==> src/rtl/result_pkg.sv <==
// Shared widths, accumulator limits and the sign-magnitude to two's complement
// conversion used by the result collector.
package result_pkg;

  localparam int Y_W   = 13;
  localparam int D_W   = 14;
  localparam int ACC_W = 20;

  localparam logic signed [ACC_W-1:0] ACC_MAX = 20'sh7FFFF;
  localparam logic signed [ACC_W-1:0] ACC_MIN = 20'sh80000;

  // Negative zero falls out as zero because -0 == 0 in two's complement.
  function automatic logic [D_W-1:0] sm2tc(input logic [Y_W-1:0] y);
    logic [D_W-1:0] mag;
    mag = {2'b00, y[Y_W-2:0]};
    if (y[Y_W-1]) begin
      sm2tc = (~mag) + 14'd1;
    end else begin
      sm2tc = mag;
    end
  endfunction

endpackage

==> src/rtl/result_fifo_core.sv <==
// Circular buffer for converted samples: storage, wrapping pointers and an
// occupancy count from which full/empty are derived.
module result_fifo_core #(
  parameter int DEPTH = 8,
  parameter int W     = 14
) (
  input  logic                   clk,
  input  logic                   rst,
  input  logic                   flush,
  input  logic                   push,
  input  logic                   pop,
  input  logic [W-1:0]           wdata,
  output logic [W-1:0]           rdata,
  output logic [$clog2(DEPTH):0] count,
  output logic                   full,
  output logic                   empty
);

  localparam int AW = $clog2(DEPTH);
  localparam logic [AW:0] FULL_CNT = (AW+1)'(DEPTH);

  logic [AW-1:0] wr_ptr_q, wr_ptr_d;
  logic [AW-1:0] rd_ptr_q, rd_ptr_d;
  logic [AW:0]   count_q, count_d;
  logic [W-1:0]  mem_q [DEPTH];

  assign full  = (count_q == FULL_CNT);
  assign empty = (count_q == {(AW+1){1'b0}});
  assign count = count_q;
  assign rdata = empty ? {W{1'b0}} : mem_q[rd_ptr_q];

  always_comb begin
    wr_ptr_d = wr_ptr_q;
    rd_ptr_d = rd_ptr_q;
    count_d  = count_q;
    if (flush) begin
      wr_ptr_d = {AW{1'b0}};
      rd_ptr_d = {AW{1'b0}};
      count_d  = {(AW+1){1'b0}};
    end else begin
      if (push) begin
        wr_ptr_d = wr_ptr_q + AW'(1);
      end else begin
        wr_ptr_d = wr_ptr_q;
      end
      if (pop) begin
        rd_ptr_d = rd_ptr_q + AW'(1);
      end else begin
        rd_ptr_d = rd_ptr_q;
      end
      case ({push, pop})
        2'b10:   count_d = count_q + (AW+1)'(1);
        2'b01:   count_d = count_q - (AW+1)'(1);
        default: count_d = count_q;
      endcase
    end
  end

  always_ff @(posedge clk or negedge rst) begin
    if (!rst) begin
      wr_ptr_q <= {AW{1'b0}};
      rd_ptr_q <= {AW{1'b0}};
      count_q  <= {(AW+1){1'b0}};
    end else begin
      wr_ptr_q <= wr_ptr_d;
      rd_ptr_q <= rd_ptr_d;
      count_q  <= count_d;
    end
  end

  // Storage needs no reset: unread slots are masked by the empty check.
  always_ff @(posedge clk) begin
    if (push && !flush) begin
      mem_q[wr_ptr_q] <= wdata;
    end
  end

endmodule

==> src/rtl/result_collector.sv <==
// Converts the sign-magnitude result stream, buffers it and flags drops.
// Optional saturating running sum of accepted samples under RESULT_ACC_EN.
module result_collector
  import result_pkg::*;
#(
  parameter int DEPTH = 8
) (
  input  logic                   clk,
  input  logic                   rst,
  input  logic                   clr,
  input  logic                   in_valid,
  input  logic [Y_W-1:0]         in_y,
  output logic                   out_valid,
  input  logic                   out_ready,
  output logic [D_W-1:0]         out_data,
  output logic [$clog2(DEPTH):0] count,
  output logic                   overflow,
  output logic [ACC_W-1:0]       acc
);

  logic           full_s, empty_s;
  logic           push_s, pop_s, drop_s;
  logic [D_W-1:0] conv_s;
  logic           overflow_q, overflow_d;

  assign conv_s = sm2tc(in_y);

  // A full buffer still accepts a sample when the head leaves in the same cycle.
  assign pop_s  = ~empty_s & out_ready & ~clr;
  assign push_s = in_valid & ~clr & (~full_s | (~empty_s & out_ready));
  assign drop_s = in_valid & ~clr & full_s & ~out_ready;

  result_fifo_core #(
    .DEPTH (DEPTH),
    .W     (D_W)
  ) u_fifo (
    .clk   (clk),
    .rst   (rst),
    .flush (clr),
    .push  (push_s),
    .pop   (pop_s),
    .wdata (conv_s),
    .rdata (out_data),
    .count (count),
    .full  (full_s),
    .empty (empty_s)
  );

  assign out_valid = ~empty_s;
  assign overflow  = overflow_q;

  always_comb begin
    overflow_d = overflow_q;
    if (clr) begin
      overflow_d = 1'b0;
    end else if (drop_s) begin
      overflow_d = 1'b1;
    end else begin
      overflow_d = overflow_q;
    end
  end

  always_ff @(posedge clk or negedge rst) begin
    if (!rst) begin
      overflow_q <= 1'b0;
    end else begin
      overflow_q <= overflow_d;
    end
  end

`ifdef RESULT_ACC_EN
  logic [ACC_W-1:0] acc_q, acc_d;
  logic [ACC_W:0]   sum_s;

  assign sum_s = {acc_q[ACC_W-1], acc_q} + {{(ACC_W+1-D_W){conv_s[D_W-1]}}, conv_s};

  // Sign disagreement between the two top sum bits means the 20-bit range was left.
  always_comb begin
    acc_d = acc_q;
    if (clr) begin
      acc_d = {ACC_W{1'b0}};
    end else if (push_s) begin
      if (sum_s[ACC_W] != sum_s[ACC_W-1]) begin
        acc_d = sum_s[ACC_W] ? ACC_MIN : ACC_MAX;
      end else begin
        acc_d = sum_s[ACC_W-1:0];
      end
    end else begin
      acc_d = acc_q;
    end
  end

  always_ff @(posedge clk or negedge rst) begin
    if (!rst) begin
      acc_q <= {ACC_W{1'b0}};
    end else begin
      acc_q <= acc_d;
    end
  end

  assign acc = acc_q;
`else
  assign acc = {ACC_W{1'b0}};
`endif

endmodule

==> config.mk <==
export PLATFORM = sky130hd
export DESIGN_NAME = result_collector
export DESIGN_NICKNAME = d
export VERILOG_FILES = /design/src/rtl/result_pkg.sv /design/src/rtl/result_fifo_core.sv /design/src/rtl/result_collector.sv
export SDC_FILE = /design/constraint.sdc
export NUM_CORES = 1
export LEC_CHECK = 0
export CORE_MARGIN = 2
export CORE_UTILIZATION = 51
export CTS_CLUSTER_DIAMETER = 100
export DETAILED_ROUTE_END_ITERATION = 8
export PLACE_DENSITY_LB_ADDON = 0.05
export SYNTH_ARGS = -nofsm -noshare
export SYNTH_HDL_FRONTEND = slang
export SYNTH_SLANG_ARGS = --single-unit
==> constraint.sdc <==
create_clock -name clk -period 2.9 [get_ports clk]
set_clock_uncertainty 0.15 [all_clocks]
set_input_delay 0.725 -clock clk [delete_from_list [all_inputs] [get_ports clk]]
set_output_delay 0.725 -clock clk [all_outputs]
set_load 0.005 [all_outputs]
==> results of run 1 <==
[worst min-delay path by stage]
stage	from	cells after the start	endpoint	slack (ns)
2_1_floorplan	rst	0	overflow	0.28
3_5_place_dp	overflow	2	overflow	0.36
4_1_cts	overflow	2	overflow	0.37
3_3_place_gp	overflow	2	overflow	0.33
5_1_grt	rst	1	overflow	0.44
6_report	overflow	2	overflow	0.36
[through the flow]
stage	utilization	setup WS [ns]	hold slack [ns]	setup TNS (ns)	instances
final	0.672	-0.120	0.361	-0.836	571
after global routing	0.672	-0.197	0.435	-1.92	571
after CTS	0.670	-0.161	0.371	-1.34	567
after detailed placement	0.599	-0.0423	0.360	-0.0423	518
after global placement	0.599	0.00507	0.328	0	518
after floorplan	-	0.102	0.279	0	338
[worst reg2reg max path: stages, from the launching register on]
cell     delay [ns]
dfrtp_1        0.38
or3_4          0.43
nor2_8         0.13
inv_4          0.07
nand2_1        0.10
inv_1          0.05
ha_1           0.32
a31oi_1        0.23
a21oi_1        0.06
a31o_2         0.21
a32o_1         0.21
[repair_timing]
action / in CTS / in global routing
endpoints found under the setup margin: 15 / 15
cloned: 1 / 0
hold buffers: 0 / 0
buffers inserted: 17 / 5
pin swaps: 9 / 9
resized for setup: 72 / 4
[state kept, by name, summed over array words and instances (netlist names)]
register / count
u_fifo.mem_q: 112
u_fifo.count: 4
u_fifo.rd_ptr_q: 3
u_fifo.wr_ptr_q: 3
overflow: 1
[metal layers]
layer	global-route usage	wire, um	up-vias
met5	0	0	-
met4	0.0751	155	0
met3	0.0511	537	14
met2	0.337	5470	107
met1	0.295	5060	1572
li1	-	-	1415
[report_power, final]
group | total, uW | internal, uW | switching, uW
clock | 1990 | 1220 | 767
combinational | 1790 | 1000 | 785
sequential | 2070 | 2020 | 51.8
[synthesized netlist by cell type, types with 4 or more instances]
| library cell | n | area [sq um] |
|---|---|---|
| nand2_1 | 13 | 48.8 |
| nand2b_1 | 4 | 25.0 |
| buf_4 | 20 | 150 |
| edfxtp_1 | 112 | 3360 |
| o21ai_0 | 4 | 20.0 |
| clkbuf_1 | 6 | 22.5 |
| nor2_1 | 31 | 116 |
| mux4_2 | 28 | 631 |
| ha_1 | 5 | 62.6 |
| xnor2_1 | 11 | 96.3 |
| dfrtp_1 | 11 | 275 |
| inv_1 | 4 | 15.0 |
| mux2i_1 | 15 | 150 |
| xor2_1 | 5 | 43.8 |
| nor3_1 | 5 | 25.0 |
[area by class of cell]
type                       instances  area (sq um)
sequential                       123          3640
timing repair buffer              98           910
multi-input combinational        178          1640
inverter                           5          21.3
tap                              136           170
clock buffer                      18           418
clock inverter                    13           145
fill                             727          3380
[kinds of logic (layout without fill, tap and decap cells)]
family,after synthesis,after routing,share of synthesized area
AO/OA/AOI/OAI,26,26,0.0397
AND/OR/NAND/NOR,66,66,0.0592
multiplexers,45,45,0.149
buffers and inverters,37,134,0.0421
XOR/XNOR,16,16,0.0259
adder cells (fa/ha/maj),5,5,0.0116
flip-flops,123,123,0.672
other,1,20,0.000692
==> key figures, run 1 <==
Outcome
  – Status: complete, but fails checks
  – Violated checks: setup timing

Run
  – Max-cap violations: 0

Route
  – Drt pass-1 iters: 4
  – Remaining DRCs: 0
  – Final wirelength: 11.2 mm
  – DRT iter0 DRCs: 218
  – Post-DR wirelength/cell: 19.7 um
  – Post-route ant nets: 0
  – Via-to-Cell Ratio: 5.44
  – Overall via count from detail_route: 3108

Hold path
  – Hold Path Class: reg -> reg

Placed design
  – Port-buffer cells: 37
  – HPWL Detailed: 6.95 mm
  – Routability Congestion: 0.831
  – Placed Area: 6190 sq um

Floorplan
  – Core Box Area: 10300 sq um
  – Starting Density: 0.525
  – Die H: 107 um
  – Die ar.: 11500 sq um
  – Die Width: 107 um
  – Ports: 58
  – Row count: 37

Critical path
  – Worst EP arrival: 2.15 ns
  – Worst Path Required: 2.03 ns
  – WP buf/inv: 3
  – Crit path depth: 6
  – R2R Path Start: u_fifo.count[1]
  – Slowest cell on crit path: mux4_2
  – R2R Setup Slk: 0.45 ns
  – CP top delay family: multiplexers
  – Cell Chain, Critical Path: buf_8, buf_6, mux4_2, mux2i_2, nor2_1, buf_2
  – Critical path's largest stage delay: 0.50 ns
  – Reg2reg end: u_fifo.count[3]
  – Worst-path fanout max: 6
  – CP Class: reg -> out
  – Cells on worst reg2reg path: 10
  – Crit path to: out_data[11]
  – Critical path launch point: u_fifo.rd_ptr_q[0]
  – Type of origin of the critical path: register
  – Crit end category: output port

Pwr
  – Power Total: 5850 uW
  – PD cells: 843 nW/um^2
  – Leakage: 0.00251 uW
  – Worst VDD drop: 0.000453 V

STA
  – Max-slew violations: 0
  – Final Setup Violations: 13
  – Tcrit/Tclk final: 1.04
  – Slew margin rel.: 0.496
  – Least-Margin Pin Slew: 0.751 ns
  – Tmin final: 3.02 ns
  – RSZ-0062 raised after global routing: yes
  – Final Hold Viols: 0
  – Max Freq: 331 MHz
  – Final WS setup: -0.120 ns

Clock network
  – CTS tree: done
  – CTS max path bufs: 2
  – Clock Latency Late Sink: 0.51 ns
  – CTS Root Cell: clkbuf_8
  – H-tree depth: 4
  – Cts bufs inserted: 17
  – CTS sink cnt: 123
  – Clock Pin Slew Worst Setup and Hold Paths: 0.06 ns

Global routing
  – Global route overflow: 0
  – Initial antenna violation count: 0
  – Vias in the first global route: 3096
  – Overall Global Routing Usage: 0.214
  – Largest net degree at the start of global routing: 26
  – First-pass GRT wire length: 17.5 mm

Finish
  – Share of layout cells above drive strength 1: 0.333
  – Diode count: 0
  – Most frequent cells in the layout: 112 x edfxtp_1, 41 x buf_4, 31 x nor2_1, 28 x mux4_2, 22 x clkdlybuf4s50_1
  – Fin area: 6940 sq um
  – Most common cell after layout, fill and taps aside: edfxtp_1
  – Final net count: 446
  – Layout Area Growth over Synthesis: 28.2%

Yosys
  – Yosys warnings: 0
  – Post-Syn Area: 5420 sq um
  – Syn avg cell area: 17.0 sq um
  – Synthesized flop and latch total: 123
  – Gate count after technology mapping: 319
  – Synth Flop Type: edfxtp_1
  – Register area share after synthesis: 0.672
  – Fraction of synthesis flops using an asynchronous set or reset pin: 0.0894
  – Distinct cells, synth: 45
  – EDFF count, synth: 112
No activity file was read; power rests on OpenSTA's default activity.
==> inputs of run 2 (changes only) <==
--- a/config.mk
+++ b/config.mk
@@ -10,6 +10,8 @@
 export CTS_CLUSTER_DIAMETER = 100
 export DETAILED_ROUTE_END_ITERATION = 8
 export PLACE_DENSITY_LB_ADDON = 0.05
+export REMOVE_ABC_BUFFERS = 1
+export SKIP_LAST_GASP = 1
 export SYNTH_ARGS = -nofsm -noshare
 export SYNTH_HDL_FRONTEND = slang
 export SYNTH_SLANG_ARGS = --single-unit
==> run 2 against run 1 <==
Non-clock buffer count is 7 higher. Critical path type unchanged. Critical endpoint is now out_data[7]. Die area unchanged. Fmax decreased by 0.42%. Combinational power hardly changed. The flow still finishes with violations (setup timing). Cell count is 1.4% higher. Core utilization grew 0.38 points. Highest routed layer unchanged. Sequential share of layout area is 0.29 points lower.
==> key figures, run 2 (synthesized netlist as in run 1, its figures left out) <==
Critical path
  – Worst EP arrival: 2.16 ns
  – Worst-path fanout max: 5
  – Type of origin of the critical path: register
  – R2R Path Start: u_fifo.count[0]
  – Crit end category: output port
  – CP Class: reg -> out
  – Worst Path Required: 2.03 ns
  – Critical path launch point: u_fifo.rd_ptr_q[0]

Clock network
  – CTS tree: done
  – CTS sink cnt: 123
  – H-tree depth: 4
  – CTS max path bufs: 2
  – Clock Pin Slew Worst Setup and Hold Paths: 0.06 ns
  – Post-CTS Hold Buffers: 0
  – CTS Root Cell: clkbuf_8
  – Cts bufs inserted: 17
  – Clock Latency Late Sink: 0.51 ns

STA
  – Max-slew violations: 0
  – Tcrit/Tclk final: 1.05
  – Slew margin rel.: 0.548
  – Final WS setup: -0.133 ns
  – Final Setup Violations: 14
  – Tmin final: 3.03 ns
  – Max Freq: 330 MHz
  – RSZ-0062 raised after global routing: yes
  – Final Hold Viols: 0
  – Least-Margin Pin Slew: 0.673 ns
  – Hold_ws: 0.347 ns

Placed design
  – Port-buffer cells: 37
  – Dpl cells: 520
  – HPWL Detailed: 6.78 mm
  – Routability Congestion: 0.803

Global routing
  – Vias in the first global route: 3092
  – First-pass GRT wire length: 17.4 mm
  – Largest net degree at the start of global routing: 31
  – Initial antenna violation count: 0
  – Global route overflow: 0
  – Overall Global Routing Usage: 0.211

Finish
  – Number of flip-flops under the largest register name: 112
  – Multi-input logic area: 1630 sq um
  – Most frequent cells in the layout: 112 x edfxtp_1, 51 x buf_4, 31 x nor2_1, 28 x mux4_2, 23 x clkdlybuf4s50_1
  – Register area: 3640 sq um
  – Share of layout cells above drive strength 1: 0.336
  – Most common cell after layout, fill and taps aside: edfxtp_1
  – Layout Area Growth over Synthesis: 28.9%
  – Fin cells: 579
  – Register bank with the most flops: u_fifo.mem_q
  – Final net count: 453
  – Diode count: 0
  – Fill count: 733

Pwr
  – Leakage: 0.00253 uW
  – PD cells: 850 nW/um^2
  – Worst VDD drop: 0.000425 V

Floorplan
  – Ports: 58
  – Core Box Area: 10300 sq um
  – Row count: 37
  – Starting Density: 0.525
  – Die ar.: 11500 sq um
  – Die H: 107 um
  – Die Width: 107 um

Route
  – DRT iter0 DRCs: 181
  – Post-DR wirelength/cell: 18.9 um
  – Post-route ant nets: 0
  – Overall via count from detail_route: 3145
  – Final wirelength: 10.9 mm
  – Drt pass-1 iters: 4
  – Remaining DRCs: 0
  – Via-to-Cell Ratio: 5.43

Hold path
  – Hold Path Class: reg -> reg
  – Hold wc startpoint: overflow

Outcome
  – Status: complete, but fails checks
  – Violated checks: setup timing

Run
  – Max-cap violations: 0
-- run 2: power by group --
group	switching (uW)	leakage [uW]	internal [uW]	total (uW)
Combinational	762	0.00110	1030	1790
Sequential	57.6	0.00116	2020	2080
Clock	763	0.000274	1300	2070
-- run 2: final cells by class --
class / count / share of cell area
Tap cell: 136 / 0.0244
Multi-Input combinational cell: 178 / 0.234
Inverter: 5 / 0.00305
Clock buffer: 17 / 0.0593
Clock inverter: 15 / 0.0246
Sequential cell: 123 / 0.521
Timing Repair Buffer: 105 / 0.134
-- run 2: timing repair --
item	4_1_cts	5_1_grt
gates resized for setup	70	1
setup endpoints to repair	15	15
setup buffers	22	4
endpoints found under the hold margin	0	0
pin swaps	5	5
gates cloned	1	0
-- run 2: stage by stage --
stage               setup slack, ns  TNS [ns]   util  cell area, sq um  power, uW
floorplan                   -0.0832     -1.68      -              5280       2940
global placement           -0.00395  -0.00395  0.598              6180       3600
detailed placement          -0.0852    -0.577  0.598              6180       3610
CTS                          -0.148     -1.69  0.673              6950       5930
global route                 -0.241     -2.83  0.676              6980       6210
finish                       -0.133     -1.37  0.676              6980       5930
-- run 2: worst max-delay path: stages (launching register included) --
cell	delay (ns)
dfrtp_2	0.53
buf_6	0.17
buf_4	0.11
mux4_2	0.49
mux2i_1	0.17
nor2_1	0.06
buf_2	0.12
-- run 2: worst paths after layout --
kind	endpoint	slack, ns	cells past startpoint
worst max register to register	u_fifo.count[3]	0.46	10
worst min-delay path	overflow	0.35	2
max in group asynchronous	u_fifo.rd_ptr_q[0]	1.78	1
min in group asynchronous	u_fifo.count[2]	0.42	1
worst max-delay path	out_data[7]	-0.13	6
worst min register to register	overflow	0.35	2
-- run 2: per-layer routing --
metal | share of wire | track usage
met1 | 0.44 | 0.289
met5 | 0 | 0
met2 | 0.50 | 0.335
met4 | 0.0052 | 0.0668
met3 | 0.056 | 0.0511
==> inputs of run 3 (changes only) <==
--- a/config.mk
+++ b/config.mk
@@ -5,10 +5,13 @@
 export SDC_FILE = /design/constraint.sdc
 export NUM_CORES = 1
 export LEC_CHECK = 0
+export ABC_CLOCK_PERIOD_IN_PS = 2900
+export CAP_MARGIN = 20
 export CORE_MARGIN = 2
 export CORE_UTILIZATION = 51
 export CTS_CLUSTER_DIAMETER = 100
 export DETAILED_ROUTE_END_ITERATION = 8
+export MAX_ROUTING_LAYER = met4
 export PLACE_DENSITY_LB_ADDON = 0.05
 export REMOVE_ABC_BUFFERS = 1
 export SKIP_LAST_GASP = 1
==> run 3 against run 2 <==
The run still ends with setup timing left. Hold slack barely moved. Sequential share of layout area unchanged. Critical path depth did not move. Power about the same. Critical endpoint unchanged. Highest routed layer unchanged.
==> key figures, run 3 (synthesized netlist as in run 1, its figures left out) <==
Global routing
  – Largest net degree at the start of global routing: 31
  – Initial antenna violation count: 0
  – Global route overflow: 0
  – First-pass GRT wire length: 17.4 mm
  – Overall Global Routing Usage: 0.217
  – Vias in the first global route: 3074

Finish
  – Final core utilization: 0.676
  – Register bank with the most flops: u_fifo.mem_q
  – Register area: 3640 sq um
  – Most common cell after layout, fill and taps aside: edfxtp_1
  – Share of layout cells above drive strength 1: 0.336
  – Fill count: 735
  – Most frequent cells in the layout: 112 x edfxtp_1, 51 x buf_4, 31 x nor2_1, 28 x mux4_2, 23 x clkdlybuf4s50_1
  – Number of flip-flops under the largest register name: 112
  – Final net count: 453
  – Layout Area Growth over Synthesis: 28.9%
  – Diode count: 0
  – Fin cells: 579
  – Multi-input logic area: 1630 sq um

Floorplan
  – Die Width: 107 um
  – Die ar.: 11500 sq um
  – Row count: 37
  – Core Box Area: 10300 sq um
  – Starting Density: 0.525
  – Die H: 107 um
  – Ports: 58

Route
  – Drt pass-1 iters: 6
  – Overall via count from detail_route: 3142
  – Post-route ant nets: 0
  – DRT iter0 DRCs: 179
  – Via-to-Cell Ratio: 5.43
  – Remaining DRCs: 0
  – Final wirelength: 11.0 mm
  – Post-DR wirelength/cell: 18.9 um

STA
  – Max Freq: 329 MHz
  – Tcrit/Tclk final: 1.05
  – RSZ-0062 raised after global routing: yes
  – Hold_ws: 0.347 ns
  – Least-Margin Pin Slew: 0.687 ns
  – Tmin final: 3.04 ns
  – Final Hold Viols: 0
  – Slew margin rel.: 0.539
  – Final Setup Violations: 14
  – Max-slew violations: 0
  – Final WS setup: -0.136 ns
  – Setup_tns: -1.42 ns

Placed design
  – Routability Congestion: 0.814
  – Port-buffer cells: 37
  – Dpl cells: 520
  – HPWL Detailed: 6.78 mm

Pwr
  – Worst VDD drop: 0.000425 V
  – Leakage: 0.00253 uW
  – PD cells: 851 nW/um^2
  – Power Total: 5940 uW

Outcome
  – Status: complete, but fails checks
  – Violated checks: setup timing

Critical path
  – Worst Path Required: 2.03 ns
  – CP Class: reg -> out
  – Worst-path fanout max: 5
  – Worst EP arrival: 2.16 ns
  – Crit end category: output port
  – Type of origin of the critical path: register

Clock network
  – Cts bufs inserted: 17
  – Clock Latency Late Sink: 0.52 ns
  – CTS tree: done
  – Post-CTS Hold Buffers: 0
  – CTS Root Cell: clkbuf_8
  – CTS max path bufs: 2
  – H-tree depth: 4
  – Clock Pin Slew Worst Setup and Hold Paths: 0.06 ns
  – CTS sink cnt: 123

Run
  – Max-cap violations: 0

Hold path
  – Hold Path Class: reg -> reg
[run 3: power breakdown]
group / internal, uW / total (uW) / switching, uW / leakage (uW)
Clock: 1300 / 2070 / 767 / 0.000274
Sequential: 2020 / 2080 / 56.5 / 0.00116
Combinational: 1030 / 1790 / 764 / 0.00110
[run 3: final timing paths]
kind                               startpoint            endpoint  slack [ns]  cells after the start
setup / recovery           u_fifo.rd_ptr_q[0]         out_data[7]       -0.14                      6
hold / removal                       overflow            overflow        0.35                      2
setup reg to reg              u_fifo.count[0]     u_fifo.count[3]        0.46                     10
hold reg to reg                      overflow            overflow        0.35                      2
max in group asynchronous                 rst  u_fifo.rd_ptr_q[0]        1.79                      1
min in group asynchronous                 rst     u_fifo.count[2]        0.41                      1
[run 3: per-stage QoR]
| step | worst slack, ns | area (sq um) |
|---|---|---|
| 3_3_place_gp | -0.00395 | 6180 |
| 5_1_grt | -0.243 | 6980 |
| 2_1_floorplan | -0.0832 | 5280 |
| 6_report | -0.136 | 6980 |
| 3_5_place_dp | -0.0852 | 6180 |
| 4_1_cts | -0.148 | 6950 |
[run 3: what timing repair did]
action                                  4_1_cts  5_1_grt
gates resized for setup                      70        1
endpoints found under the setup margin       15       15
pin swaps                                     5        5
setup buffers                                22        4
gates cloned                                  1        0
[run 3: final cells by class]
class | instances | share of cell area
sequential | 123 | 0.521
multi-input combinational | 178 | 0.234
timing repair buffer | 105 | 0.134
clock buffer | 17 | 0.0593
clock inverter | 15 | 0.0246
tap | 136 | 0.0244
inverter | 5 | 0.00305
[run 3: worst max-delay path, stage by stage (launching register included)]
cell and delay, ns:
dfrtp_2 0.52, buf_6 0.17, buf_4 0.11, mux4_2 0.49, mux2i_1 0.17, nor2_1 0.06, buf_2 0.12
[run 3: layer usage]
| metal | global-route usage | share of wire | up-vias |
|---|---|---|---|
| met1 | 0.291 | 0.44 | 1600 |
| met5 | - | 0 | - |
| met4 | 0.0696 | 0.012 | 0 |
| li1 | - | - | 1430 |
| met2 | 0.335 | 0.49 | 98 |
| met3 | 0.0505 | 0.051 | 14 |
